--- config.mk ---
export PLATFORM = sky130hd
export DESIGN_NAME = memctrl_flat
export DESIGN_NICKNAME = d
export VERILOG_FILES = /design/src/rtl/memctrl_if.sv /design/src/rtl/memctrl.sv /design/src/flat_wrapper.sv
export SDC_FILE = /design/constraint.sdc
export NUM_CORES = 1
export LEC_CHECK = 0
export ABC_AREA = 1
export CELL_PAD_IN_SITES_DETAIL_PLACEMENT = 0
export CELL_PAD_IN_SITES_GLOBAL_PLACEMENT = 1
export CORE_MARGIN = 3
export CORE_UTILIZATION = 31
export CTS_CLUSTER_DIAMETER = 120
export DETAILED_ROUTE_END_ITERATION = 12
export PLACE_DENSITY = 0.76
export SLEW_MARGIN = 15
export SYNTH_ARGS = -nofsm -noshare
export SYNTH_HDL_FRONTEND = slang
export SYNTH_SLANG_ARGS = --single-unit
export TNS_END_PERCENT = 5
--- constraint.sdc ---
create_clock -name clk_in -period 4.2 [get_ports clk_in]
set_clock_uncertainty 0.05 [all_clocks]
set_input_delay 0.42 -clock clk_in [delete_from_list [all_inputs] [get_ports clk_in]]
set_output_delay 0.42 -clock clk_in [all_outputs]
set_load 0.02 [all_outputs]
--- src/rtl/memctrl_if.sv ---
// memctrl_if: groups the load/store unit, instruction-fetch and RAM-side
// signals of the memory controller. The slave modport is the controller
// itself. The master modport is the surrounding system, which drives the
// requests and returns RAM read data.
interface memctrl_if;
  // Load/store unit request and response.
  logic        ls_enable;
  logic [31:0] addr;
  logic [31:0] store_val;
  logic [3:0]  lsb_type;
  logic        ls_finished;
  logic [31:0] load_val;
  // Instruction fetch request and response.
  logic        if_enable;
  logic [31:0] if_addr;
  logic        if_finished;
  logic [31:0] if_inst;
  // Byte-wide RAM port and UART back-pressure.
  logic [7:0]  mem_din;
  logic [7:0]  mem_dout;
  logic [31:0] mem_a;
  logic        mem_wr;
  logic        io_buffer_full;

  modport slave (
    input  ls_enable, addr, store_val, lsb_type, if_enable, if_addr, mem_din, io_buffer_full,
    output ls_finished, load_val, if_finished, if_inst, mem_dout, mem_a, mem_wr
  );

  modport master (
    output ls_enable, addr, store_val, lsb_type, if_enable, if_addr, mem_din, io_buffer_full,
    input  ls_finished, load_val, if_finished, if_inst, mem_dout, mem_a, mem_wr
  );
endinterface

--- src/rtl/memctrl.sv ---
// memctrl: serialises load/store and instruction-fetch requests onto a
// byte-wide RAM. Reads issue one address per cycle and assemble bytes as
// they come back two edges later. Writes issue one byte per cycle.
// Optional feature: define MEMCTRL_IO_STALL_EN to hold store bytes aimed at
// the IO window (addr[17:16] == 2'b11) while the UART buffer is full.
module memctrl (
  input  logic     clk_in,
  input  logic     rst_in,
  input  logic     rdy_in,
  input  logic     clear,
  memctrl_if.slave bus
);

  typedef enum logic [1:0] {IDLE, READ, WRITE, DONE} state_t;

  state_t      state_q, state_d;
  logic [2:0]  cnt_q, cnt_d;       // READ: edges since accept; WRITE: next byte index
  logic [31:0] base_q, base_d;
  logic [2:0]  type_q, type_d;     // size/sign bits of the load type; fetch uses LW
  logic [31:0] data_q, data_d;     // store data, or read bytes assembled so far
  logic        is_ls_q, is_ls_d;   // requester: 1 = load/store unit, 0 = fetch

  logic        ls_fin_q, ls_fin_d;
  logic        if_fin_q, if_fin_d;
  logic [31:0] load_val_q, load_val_d;
  logic [31:0] if_inst_q, if_inst_d;
  logic [31:0] mem_a_q, mem_a_d;
  logic [7:0]  mem_dout_q, mem_dout_d;
  logic        mem_wr_q, mem_wr_d;

  logic [2:0]  n_bytes;
  logic [31:0] cur_addr;
  logic [1:0]  rd_idx;
  logic        stall_accept, stall_wr;

  assign n_bytes  = (type_q[1:0] == 2'b00) ? 3'd1 : (type_q[1:0] == 2'b01) ? 3'd2 : 3'd4;
  assign cur_addr = base_q + 32'(cnt_q);
  // Byte captured at edge k was addressed at edge k-2.
  assign rd_idx   = cnt_q[1:0] - 2'd2;

`ifdef MEMCTRL_IO_STALL_EN
  assign stall_accept = (bus.addr[17:16] == 2'b11) && bus.io_buffer_full;
  assign stall_wr     = (cur_addr[17:16] == 2'b11) && bus.io_buffer_full;
`else
  logic unused_io_full;
  assign unused_io_full = bus.io_buffer_full;
  assign stall_accept   = 1'b0;
  assign stall_wr       = 1'b0;
`endif

  function automatic logic [31:0] extend_load(input logic [31:0] w, input logic [2:0] t);
    case (t)
      3'b000:  return {{24{w[7]}}, w[7:0]};
      3'b001:  return {{16{w[15]}}, w[15:0]};
      3'b100:  return {24'h0, w[7:0]};
      3'b101:  return {16'h0, w[15:0]};
      default: return w;
    endcase
  endfunction

  // Next-state and next-output logic for the transaction sequencer.
  always_comb begin
    // NOTE: every signal gets a default first so no path can infer a latch.
    state_d    = state_q;
    cnt_d      = cnt_q;
    base_d     = base_q;
    type_d     = type_q;
    data_d     = data_q;
    is_ls_d    = is_ls_q;
    ls_fin_d   = 1'b0;
    if_fin_d   = 1'b0;
    load_val_d = load_val_q;
    if_inst_d  = if_inst_q;
    mem_a_d    = mem_a_q;
    mem_dout_d = mem_dout_q;
    mem_wr_d   = 1'b0;

    case (state_q)
      IDLE: begin
        if (!clear && !ls_fin_q && !if_fin_q) begin
          if (bus.ls_enable) begin
            base_d  = bus.addr;
            type_d  = bus.lsb_type[2:0];
            is_ls_d = 1'b1;
            mem_a_d = bus.addr;
            if (bus.lsb_type[3]) begin
              state_d = WRITE;
              data_d  = bus.store_val;
              if (stall_accept) begin
                cnt_d = 3'd0;
              end else begin
                mem_wr_d   = 1'b1;
                mem_dout_d = bus.store_val[7:0];
                cnt_d      = 3'd1;
              end
            end else begin
              state_d = READ;
              data_d  = '0;
              cnt_d   = 3'd1;
            end
          end else if (bus.if_enable) begin
            state_d = READ;
            base_d  = bus.if_addr;
            type_d  = 3'b010;
            is_ls_d = 1'b0;
            data_d  = '0;
            mem_a_d = bus.if_addr;
            cnt_d   = 3'd1;
          end
        end
      end

      READ: begin
        if (clear) begin
          state_d = IDLE;
        end else begin
          if (cnt_q < n_bytes) mem_a_d = cur_addr;
          if (cnt_q >= 3'd2) data_d[{rd_idx, 3'b000} +: 8] = bus.mem_din;
          if (cnt_q == n_bytes + 3'd1) begin
            state_d = DONE;
            if (is_ls_q) begin
              ls_fin_d   = 1'b1;
              load_val_d = extend_load(data_d, type_q);
            end else begin
              if_fin_d  = 1'b1;
              if_inst_d = data_d;
            end
          end else begin
            cnt_d = cnt_q + 3'd1;
          end
        end
      end

      // Stores always run to completion, even across a flush.
      WRITE: begin
        if (cnt_q == n_bytes) begin
          state_d  = DONE;
          ls_fin_d = 1'b1;
        end else if (!stall_wr) begin
          mem_a_d    = cur_addr;
          mem_dout_d = data_q[{cnt_q[1:0], 3'b000} +: 8];
          mem_wr_d   = 1'b1;
          cnt_d      = cnt_q + 3'd1;
        end
      end

      DONE: state_d = IDLE;

      default: state_d = IDLE;
    endcase
  end

  // State and output registers: reset first, then freeze whenever rdy_in is low.
  always_ff @(posedge clk_in) begin
    if (rst_in) begin
      // NOTE: sequential state uses non-blocking assignments so every register samples pre-edge values.
      state_q    <= IDLE;
      cnt_q      <= '0;
      base_q     <= '0;
      type_q     <= '0;
      data_q     <= '0;
      is_ls_q    <= 1'b0;
      ls_fin_q   <= 1'b0;
      if_fin_q   <= 1'b0;
      load_val_q <= '0;
      if_inst_q  <= '0;
      mem_a_q    <= '0;
      mem_dout_q <= '0;
      mem_wr_q   <= 1'b0;
    end else if (rdy_in) begin
      state_q    <= state_d;
      cnt_q      <= cnt_d;
      base_q     <= base_d;
      type_q     <= type_d;
      data_q     <= data_d;
      is_ls_q    <= is_ls_d;
      ls_fin_q   <= ls_fin_d;
      if_fin_q   <= if_fin_d;
      load_val_q <= load_val_d;
      if_inst_q  <= if_inst_d;
      mem_a_q    <= mem_a_d;
      mem_dout_q <= mem_dout_d;
      mem_wr_q   <= mem_wr_d;
    end
  end

  assign bus.ls_finished = ls_fin_q;
  assign bus.if_finished = if_fin_q;
  assign bus.load_val    = load_val_q;
  assign bus.if_inst     = if_inst_q;
  assign bus.mem_a       = mem_a_q;
  assign bus.mem_dout    = mem_dout_q;
  assign bus.mem_wr      = mem_wr_q;

endmodule
--- src/flat_wrapper.sv ---
// flat-port wrapper written by rule: the top's interface ports become plain ports
module memctrl_flat 
  (clk_in, rst_in, rdy_in, clear, bus_ls_enable, bus_addr, bus_store_val, bus_lsb_type, bus_if_enable, bus_if_addr, bus_mem_din, bus_io_buffer_full, bus_ls_finished, bus_load_val, bus_if_finished, bus_if_inst, bus_mem_dout, bus_mem_a, bus_mem_wr);
  memctrl_if bus_i ();
  input  logic clk_in;
  input  logic rst_in;
  input  logic rdy_in;
  input  logic clear;
  input wire logic [$bits(bus_i.ls_enable)-1:0] bus_ls_enable;
  input wire logic [$bits(bus_i.addr)-1:0] bus_addr;
  input wire logic [$bits(bus_i.store_val)-1:0] bus_store_val;
  input wire logic [$bits(bus_i.lsb_type)-1:0] bus_lsb_type;
  input wire logic [$bits(bus_i.if_enable)-1:0] bus_if_enable;
  input wire logic [$bits(bus_i.if_addr)-1:0] bus_if_addr;
  input wire logic [$bits(bus_i.mem_din)-1:0] bus_mem_din;
  input wire logic [$bits(bus_i.io_buffer_full)-1:0] bus_io_buffer_full;
  output wire logic [$bits(bus_i.ls_finished)-1:0] bus_ls_finished;
  output wire logic [$bits(bus_i.load_val)-1:0] bus_load_val;
  output wire logic [$bits(bus_i.if_finished)-1:0] bus_if_finished;
  output wire logic [$bits(bus_i.if_inst)-1:0] bus_if_inst;
  output wire logic [$bits(bus_i.mem_dout)-1:0] bus_mem_dout;
  output wire logic [$bits(bus_i.mem_a)-1:0] bus_mem_a;
  output wire logic [$bits(bus_i.mem_wr)-1:0] bus_mem_wr;
  assign bus_i.ls_enable = bus_ls_enable;
  assign bus_i.addr = bus_addr;
  assign bus_i.store_val = bus_store_val;
  assign bus_i.lsb_type = bus_lsb_type;
  assign bus_i.if_enable = bus_if_enable;
  assign bus_i.if_addr = bus_if_addr;
  assign bus_i.mem_din = bus_mem_din;
  assign bus_i.io_buffer_full = bus_io_buffer_full;
  assign bus_ls_finished = bus_i.ls_finished;
  assign bus_load_val = bus_i.load_val;
  assign bus_if_finished = bus_i.if_finished;
  assign bus_if_inst = bus_i.if_inst;
  assign bus_mem_dout = bus_i.mem_dout;
  assign bus_mem_a = bus_i.mem_a;
  assign bus_mem_wr = bus_i.mem_wr;
  memctrl u_core (.clk_in(clk_in), .rst_in(rst_in), .rdy_in(rdy_in), .clear(clear), .bus(bus_i));
endmodule
==> impl_metrics.csv, run 1 <==
group,metric,value,unit
timing,rsz0062_at_grt,"false",
yosys,synth_top_area_share,36.0,%
grt,grt_pass1_vias,9387,
final_layout,fin_cells,2114,
final_layout,fillCellCount,3416,
placed_design,dp_slack,0.857,ns
yosys,synth_fa_ha_area_share,2.20,%
cts,numCtsBuffers,17,
cts,postCtsHoldBufs,0,
yosys,synth_cells,1535,
final_layout,fin_util,41.1,%
grt,grt_pass1_wl,54.6,mm
timing,tns,0,ns
route,drc,0,
flow_run,drv_cap,0,
worst_setup_path,cp_max_fo,39,
worst_setup_path,slowest_delay,0.80,ns
yosys,yosysSeqAreaShare,36.0,%
cts,path_clk_slew,0.08,ns
grt,grt_overflow,0,
yosys,ys.flop_type,"dfxtp_1",
pwr,switching_share,36.5,%
grt,grt_usage,20.3,%
cts,root_buffer,"clkbuf_16",
yosys,yosys.area_share.xor_xnor,0.874,%
floorplan,die_area,34500,µm²
pwr,powerDensity,374,nW/µm²
yosys,synth_top_cells_by_count,"434 x nand2_1, 180 x dfxtp_1, 179 x a21oi_1, 150 x nor2_1, 135 x inv_1",
route,vias_per_cell,4.86,
yosys,synth_cell_types,42,
route,wl,35.7,mm
timing,max_freq,0.301,GHz
worst_setup_path,startpoint_type,"flop",
final_layout,diodes,0,
timing,finalCritPeriodShare,79.1,%
placed_design,place_inst,2082,
final_layout,fin_nets,1831,
worst_setup_path,critPathSlowestCell,"dfxtp_1",
worst_setup_path,worstPathCellList,"nor2_1 > ha_1 > nor2_2 > nand3_4 > inv_2 > nand4_4 > inv_2 > o21ai_0 > a21oi_1",
worst_setup_path,crit_type,"reg -> reg",
timing,min_period,3.32,ns
cts,cts.sinks,180,
placed_design,place_congestion,0.902,
worst_setup_path,crit_path_frequent_cell,"inv_2",
timing,slew-limit-headroom,31.6,%
route,drt-wirelength-per-cell,16.9,µm
final_layout,syn_to_final_growth,30.2,%
timing,worst_pin_slew,1.02,ns
grt,grt_max_degree,78,
floorplan,rows,65,
final_layout,drive_above_1_share,5.37,%
yosys,avgSynthCellArea,6.53,µm²
yosys,synth_compound_area_share,20.0,%
yosys,synth_top_family_by_area,"simple AND/OR/NAND/NOR gates",
cts,cts_max_path_buffers,2,
yosys,muxShareOfSynthArea,2.10,%
yosys,ys_top_cells_by_area,"dfxtp_1 36%, nand2_1 16%, a21oi_1 8.9%",
cts,post_cts_resized,0,
yosys,async_flop_share,0,%
final_layout,multiInputGateArea,5450,µm²
floorplan,die_y,186,µm
final_layout,seq_area,3600,µm²
floorplan,initial_core_util,31.6,%
yosys,synthesis.nets,1667,
placed_design,dp_hpwl,26.4,mm
placed_design,numPortBuffers,220,
route,first_iter_violations,734,
pwr,comb_power_share,26.3,%
yosys,synth-seq-cells,180,
cts,post_cts_buffers,0,
worst_hold_path,hold_path_class,"in -> reg",
cts,clkLatencyLatePin,0.44,ns
pwr,pwr-share-seq,39.2,%
yosys,yosys.cell_count.top_type,"nand2_1",
yosys,yosys.area_share.simple,29.2,%
yosys,ys_warn_count,0,
yosys,synth_edf_count,0,
pwr,leakage,0.00485,µW
pwr,clkPwrFrac,34.5,%
route,ant_nets,0,
pwr,p_sw,1780,µW
pwr,vdd_ir_drop_max,0.313,mV
yosys,netlist_area,10000,µm²
floorplan,die_w,186,µm
cts,htreeDepth,4,
status,run_status,"complete, no violations",
pwr,power.internal,3100,µW
floorplan,coreArea,31700,µm²
worst_setup_path,worstPathRequired,4.53,ns
grt,antenna_found_initial,1,
timing,finalHoldViolCount,0,
route,dr.pass1.iters,5,
route,vias,10300,
yosys,yosys.area.top_type,"dfxtp_1",
worst_setup_path,cp_data_arrival_time,3.65,ns
pwr,fin_total_pwr,4880,µW
timing,slew_viol_final,0,
cts,cts_tree,"done",
floorplan,io_pins,222,
timing,setup_viol,0,
worst_setup_path,end_kind,"flop",
timing,fin_ws,0.877,ns
layout make-up:
| cell class | count | area share, % |
|---|---|---|
| sequential | 180 | 27.6 |
| clock buffer | 17 | 3.26 |
| inverter | 143 | 4.11 |
| timing repair buffer | 237 | 17.8 |
| multi-input combinational | 1120 | 41.8 |
| clock inverter | 15 | 1.54 |
| tap | 402 | 3.86 |
kinds of logic (layout without fill, tap and decap cells):
logic type,count (synthesis),in the layout
buffers and inverters,235,412
xor gates and xnor gates,10,10
and+or+nand+nor,705,705
muxes,21,21
adders and majority gates,17,17
DFF,180,180
AOI/OAI and AO/OA,367,367
critical path: cells and delay by family (launching register included):
family / cells / cell delay [ns]
simple gates: 4 / 0.93
flops: 1 / 0.80
buf+inv: 2 / 0.73
fa+ha+maj: 1 / 0.39
compound gates: 2 / 0.34
power groups by stage:
stage	clock network, µW	registers (µW)	logic, µW
after detailed placement	0	1950	1290
after CTS	1720	1910	1290
after floorplan	0	2000	728
after global routing	1790	1930	1420
final	1690	1910	1290
after global placement	0	1950	1290
final timing paths:
kind	startpoint	endpoint	slack (ns)	depth (start not counted)
worst min register to register	u_core.bus.load_val[3]	u_core.bus.load_val[3]	0.42	2
worst max-delay path	u_core.type_q[1]	u_core.bus.if_inst[9]	0.88	9
worst min-delay path	rst_in	u_core.cnt_q[1]	0.40	2
worst max register to register	u_core.type_q[1]	u_core.bus.if_inst[9]	0.88	9
cells in the final DEF (no fill, tap or decap), types with 9 or more instances in the layout:
master	n
inv_1	134
clkbuf_16	17
a211oi_1	14
nor3_1	10
clkdlybuf4s50_1	218
o21ai_1	24
buf_4	18
a21oi_1	179
mux2i_1	21
o21bai_1	9
a21oi_2	10
nand3_1	76
dfxtp_1	180
o21ai_0	106
ha_1	16
nor2_1	150
nand2_1	434
through the flow:
stage / hold WS [ns] / cell area, µm²
after floorplan: 0.394 / 10000
after global placement: 0.402 / 12400
after detailed placement: 0.407 / 12400
after CTS: 0.398 / 13000
after global routing: 0.431 / 13000
final: 0.404 / 13000
sequential cells by signal (all words and copies together), names as in the netlist, 3 cells and up:
name,flops
u_core.base_q,32
u_core.bus.if_inst,32
u_core.bus.load_val,32
u_core.bus.mem_a,32
u_core.data_q,32
u_core.bus.mem_dout,8
u_core.cnt_q,3
u_core.type_q,3
routing by layer:
| layer | routed length, µm | GRT usage, % | vias up |
|---|---|---|---|
| met5 | 17 | 0 | - |
| met1 | 18100 | 30.3 | 4666 |
| met4 | 291 | 4.50 | 2 |
| li1 | - | - | 5311 |
| met3 | 1990 | 3.48 | 23 |
| met2 | 15300 | 30.7 | 265 |
Power figures use the tool's default switching activity.
==> run 2, diff against run 1 <==
clock period = 3.2 ns   (was 4.2 ns; I/O delays follow)
==> impl_metrics.csv, run 2 (synthesis results as in run 1) <==
group,metric,value,unit
status,run_status,"complete, no violations",
grt,grt_max_degree,65,
timing,setup_viol,0,
grt,antenna_found_initial,1,
route,vias_per_cell,4.87,
pwr,leakage,0.00492,µW
final_layout,drive_above_1_share,6.09,%
final_layout,fillCellCount,3389,
timing,finalCritPeriodShare,85.4,%
timing,max_freq,0.366,GHz
worst_setup_path,startpoint_type,"flop",
worst_setup_path,r2r-start,"u_core.state_q[0]",
route,drc,0,
cts,root_buffer,"clkbuf_16",
grt,grt_pass1_vias,9571,
floorplan,die_y,186,µm
worst_setup_path,slowest_delay,0.60,ns
cts,numCtsBuffers,17,
floorplan,rows,65,
worst_setup_path,rrSetupSlack,0.47,ns
route,dr.pass1.iters,5,
worst_setup_path,cp_data_arrival_time,3.05,ns
timing,hold-worst-slack,0.418,ns
final_layout,seq_area,3600,µm²
final_layout,layout_common_cells,"434 x nand2_1, 218 x clkdlybuf4s50_1, 180 x dfxtp_1",
timing,rsz0062_at_grt,"false",
cts,htreeDepth,4,
cts,cts_max_path_buffers,2,
worst_setup_path,reg2reg_to,"u_core.data_q[11]",
timing,fin_ws,0.468,ns
final_layout,multiInputGateArea,5450,µm²
timing,tns,0,ns
worst_setup_path,cp.depth,9,
worst_setup_path,critPathSlowestCell,"nor2_4",
grt,grt_pass1_wl,54.5,mm
floorplan,initial_core_util,31.6,%
worst_hold_path,hold_path_class,"reg -> reg",
worst_setup_path,crit_end,"u_core.data_q[11]",
final_layout,syn_to_final_growth,31.1,%
route,first_iter_violations,827,
grt,grt_overflow,0,
cts,post_cts_buffers,0,
cts,cts.sinks,180,
placed_design,dp_slack,0.347,ns
floorplan,io_pins,222,
final_layout,diodes,0,
route,drt-wirelength-per-cell,16.7,µm
floorplan,die_area,34500,µm²
placed_design,place_inst,2095,
worst_setup_path,crit_type,"reg -> reg",
worst_setup_path,cp_max_fo,33,
grt,grt_usage,20.3,%
cts,postCtsHoldBufs,0,
worst_setup_path,cp.buffers_inverters,2,
final_layout,final_common_cell,"nand2_1",
worst_setup_path,worstPathCellList,"inv_1 > ha_1 > nand2_1 > o211ai_1 > nor2_4 > inv_2 > a21oi_1 > nand2_1 > a21oi_1",
cts,cts_tree,"done",
cts,clkLatencyLatePin,0.45,ns
placed_design,place_congestion,0.926,
timing,slew_viol_final,0,
worst_setup_path,end_kind,"flop",
route,wl,35.5,mm
timing,min_period,2.73,ns
final_layout,fin_nets,1844,
flow_run,drv_cap,0,
placed_design,dp_hpwl,26.4,mm
placed_design,numPortBuffers,220,
route,ant_nets,0,
floorplan,coreArea,31700,µm²
worst_setup_path,worstPathRequired,3.52,ns
final_layout,fin_cells,2127,
worst_setup_path,path_delay_family,"simple AND/OR/NAND/NOR gates",
cts,path_clk_slew,0.08,ns
timing,slew-limit-headroom,31.4,%
pwr,powerDensity,490,nW/µm²
pwr,vdd_ir_drop_max,0.350,mV
cts,post_cts_resized,0,
floorplan,die_w,186,µm
worst_setup_path,crit_start,"u_core.state_q[0]",
worst_setup_path,r2r_cells,9,
route,vias,10400,
timing,worst_pin_slew,1.03,ns
worst_hold_path,hp-start,"u_core.bus.if_inst[0]",
timing,finalHoldViolCount,0,
==> run 2: cell types whose count changed in the layout (fill, tap and decap cells not counted), moves of 2 or more <==
| cell | previous run | this run |
|---|---|---|
| clkinv_8 | 7 | 4 |
| buf_4 | 18 | 31 |
| inv_6 | 5 | 1 |
| inv_8 | 1 | 5 |
| inv_12 | 2 | 0 |
| clkinv_4 | 0 | 3 |
==> run 2: cell type report <==
class,instances,area share (%)
well taps,402,3.83
repair buffers,250,18.4
clock buffers,17,3.24
inverters,143,4.09
clock inverters,15,1.46
flip-flops and latches,180,27.4
multi-input cells,1120,41.5
==> run 2: power by group <==
group	internal (µW)	total [µW]	leakage [µW]	switching, µW
clock	1130	2220	0.000302	1090
combinational	615	1710	0.00315	1090
sequential	2390	2510	0.00146	114
==> run 2: how the worst min path moves through the flow <==
stage	depth (start not counted)	to	slack, ns
final	2	u_core.bus.if_inst[0]	0.42
after global routing	3	u_core.type_q[2]	0.42
after floorplan	2	u_core.data_q[10]	0.39
after CTS	3	u_core.type_q[2]	0.41
after detailed placement	2	u_core.bus.if_inst[0]	0.41
after global placement	2	u_core.data_q[23]	0.40
==> run 2: worst min-delay path, stage by stage, from the launching register on <==
cell	delay, ns
dfxtp_1	0.31
nand2_1	0.06
a21oi_1	0.05
==> run 2: metrics by stage <==
step	power, µW	utilization [%]	area [µm²]
6_report	6430	41.4	13100
5_1_grt	6760	41.4	13100
4_1_cts	6470	41.4	13100
3_5_place_dp	4260	39.5	12500
3_3_place_gp	4250	39.5	12500
2_1_floorplan	3580	-	10000
==> run 2: per-layer routing <==
| layer | vias up | track usage [%] | share of wire (%) |
|---|---|---|---|
| met3 | 25 | 4.36 | 6.1 |
| met2 | 276 | 30.1 | 43 |
| li1 | 5320 | - | - |
| met4 | 2 | 4.05 | 1.0 |
| met5 | - | 0 | 0.056 |
| met1 | 4743 | 30.2 | 50 |
==> patch (config.mk and constraints of run 1) <==
The option `MEMCTRL_IO_STALL_EN` is turned on by a define.
--- a/src/rtl/memctrl.sv
+++ b/src/rtl/memctrl.sv
@@ -4,4 +4,6 @@
 // Optional feature: define MEMCTRL_IO_STALL_EN to hold store bytes aimed at
 // the IO window (addr[17:16] == 2'b11) while the UART buffer is full.
+`define MEMCTRL_IO_STALL_EN
+
 module memctrl (
   input  logic     clk_in,
Formal check against the unedited RTL: not equivalent (a bounded check fails within 4 cycles, from zero or initial values and one cycle with rst_in high).
==> patch against run 1 <==
Critical path depth increased by 2; worst setup slack improved by 0.035 ns; power increased by 5.5%; die area decreased by 1.9%; sequential cell count unchanged; sequential power increased by 4%; final cell count decreased by 1.5%; cell area decreased by 0.66%; wire length increased by 0.72%; synthesized area decreased by 1.9%; critical endpoint is now u_core.bus.load_val[27]$_SDFFE_PP0P_; largest power group unchanged.
==> patch: results <==
{
  "antenna_found_initial": 0,
  "dp.cells": 2051,
  "viasPerCell": 4.99,
  "synth.area.top_cells": "dfxtp_1, nand2_1, o21ai_0",
  "hp-class": "flip-flop to flip-flop",
  "portBuffers": 221,
  "status": "complete, no violations",
  "critPathSlowestCell": "ha_1",
  "worst_ep_arrival_time_ns": 3.62,
  "ir_drop_mv": 0.306,
  "synth_mux_area_share_pct": 2.14,
  "dp_hpwl_um": 26600,
  "worst_pin_slew_ns": 0.971,
  "cp_max_fo": 43,
  "drtPass1Iterations": 6,
  "dr_wl_met2_um": 17300,
  "synth-compound-area-share_pct": 18.5,
  "yosys_warnings": 0,
  "cp_slowest_stage_delay_ns": 0.55,
  "r2r_start": "u_core.cnt_q[0]$_SDFFE_PP0P_",
  "synthTopCellsByCount": "nand2_1, nor2_1, dfxtp_1",
  "wirelength_met1_um": 15700,
  "met3WireLength_um": 2150,
  "synth_area_per_cell_um2": 6.55,
  "synth-seq-area-share_pct": 36.7,
  "top_layer": "met4",
  "drt_iter0_drc": 800,
  "synthXorXnorAreaFrac_pct": 0.624,
  "synth.distinct_cells": 39,
  "crit_family": "buffers and inverters",
  "p_leak_nw": 5.21,
  "cts_root_buffer": "clkbuf_16",
  "wl_per_cell_um": 17.3,
  "num-nets-final": 1806,
  "grt_pass1_vias": 9843,
  "gp_congestion": 0.941,
  "worstRegToRegCells": 11,
  "grt_start_max_net_pins": 96,
  "synth.net_count": 1631
}
[patch: final cells by class]
class,count,share of cell area [%]
sequential,180,27.8
tap,396,3.82
multi-input combinational,1096,41.2
inverter,137,3.98
timing repair buffer,242,18.3
clock inverter,15,1.58
clock buffer,17,3.28
[patch: final timing paths]
| path | slack, ns | endpoint |
|---|---|---|
| max | 0.91 | u_core.bus.load_val[27]$_SDFFE_PP0P_ |
| min | 0.43 | u_core.base_q[31]$_SDFFE_PP0P_ |
| max reg2reg | 0.91 | u_core.bus.load_val[27]$_SDFFE_PP0P_ |
| min reg2reg | 0.43 | u_core.base_q[31]$_SDFFE_PP0P_ |
[patch: worst reg2reg max path: cells and delay by family, from the launching register on]
kind / cells / cell delay [ns]
buffers and inverters: 3 / 0.98
AO/OA/AOI/OAI: 3 / 0.64
adder cells (fa/ha/maj): 1 / 0.55
AND/OR/NAND/NOR: 4 / 0.66
flip-flops: 1 / 0.34
[patch: metrics by stage]
| step | power, mW | hold WS, ns | setup slack (ns) | utilization (%) |
|---|---|---|---|---|
| after floorplan | 2.89 | 0.395 | 1.62 | - |
| after global placement | 3.46 | 0.414 | 1.13 | 39.9 |
| after detailed placement | 3.47 | 0.417 | 0.952 | 39.9 |
| after CTS | 5.19 | 0.429 | 0.924 | 41.9 |
| after global routing | 5.44 | 0.458 | 0.504 | 41.9 |
| final | 5.15 | 0.428 | 0.912 | 41.9 |
[patch: per-layer routing]
metal  up-vias  global-route usage [%]
met5         -                       0
met4         0                    5.78
met3        42                    3.76
met2       344                    35.8
met1      4715                    26.8
li1       5290                       -
[patch: where the power goes]
part	internal (mW)	leakage (nW)	switching, mW
Sequential	1.86	1.47	0.128
Combinational	0.528	3.45	0.925
Clock	0.834	0.301	0.881
Total	3.22	5.21	1.93
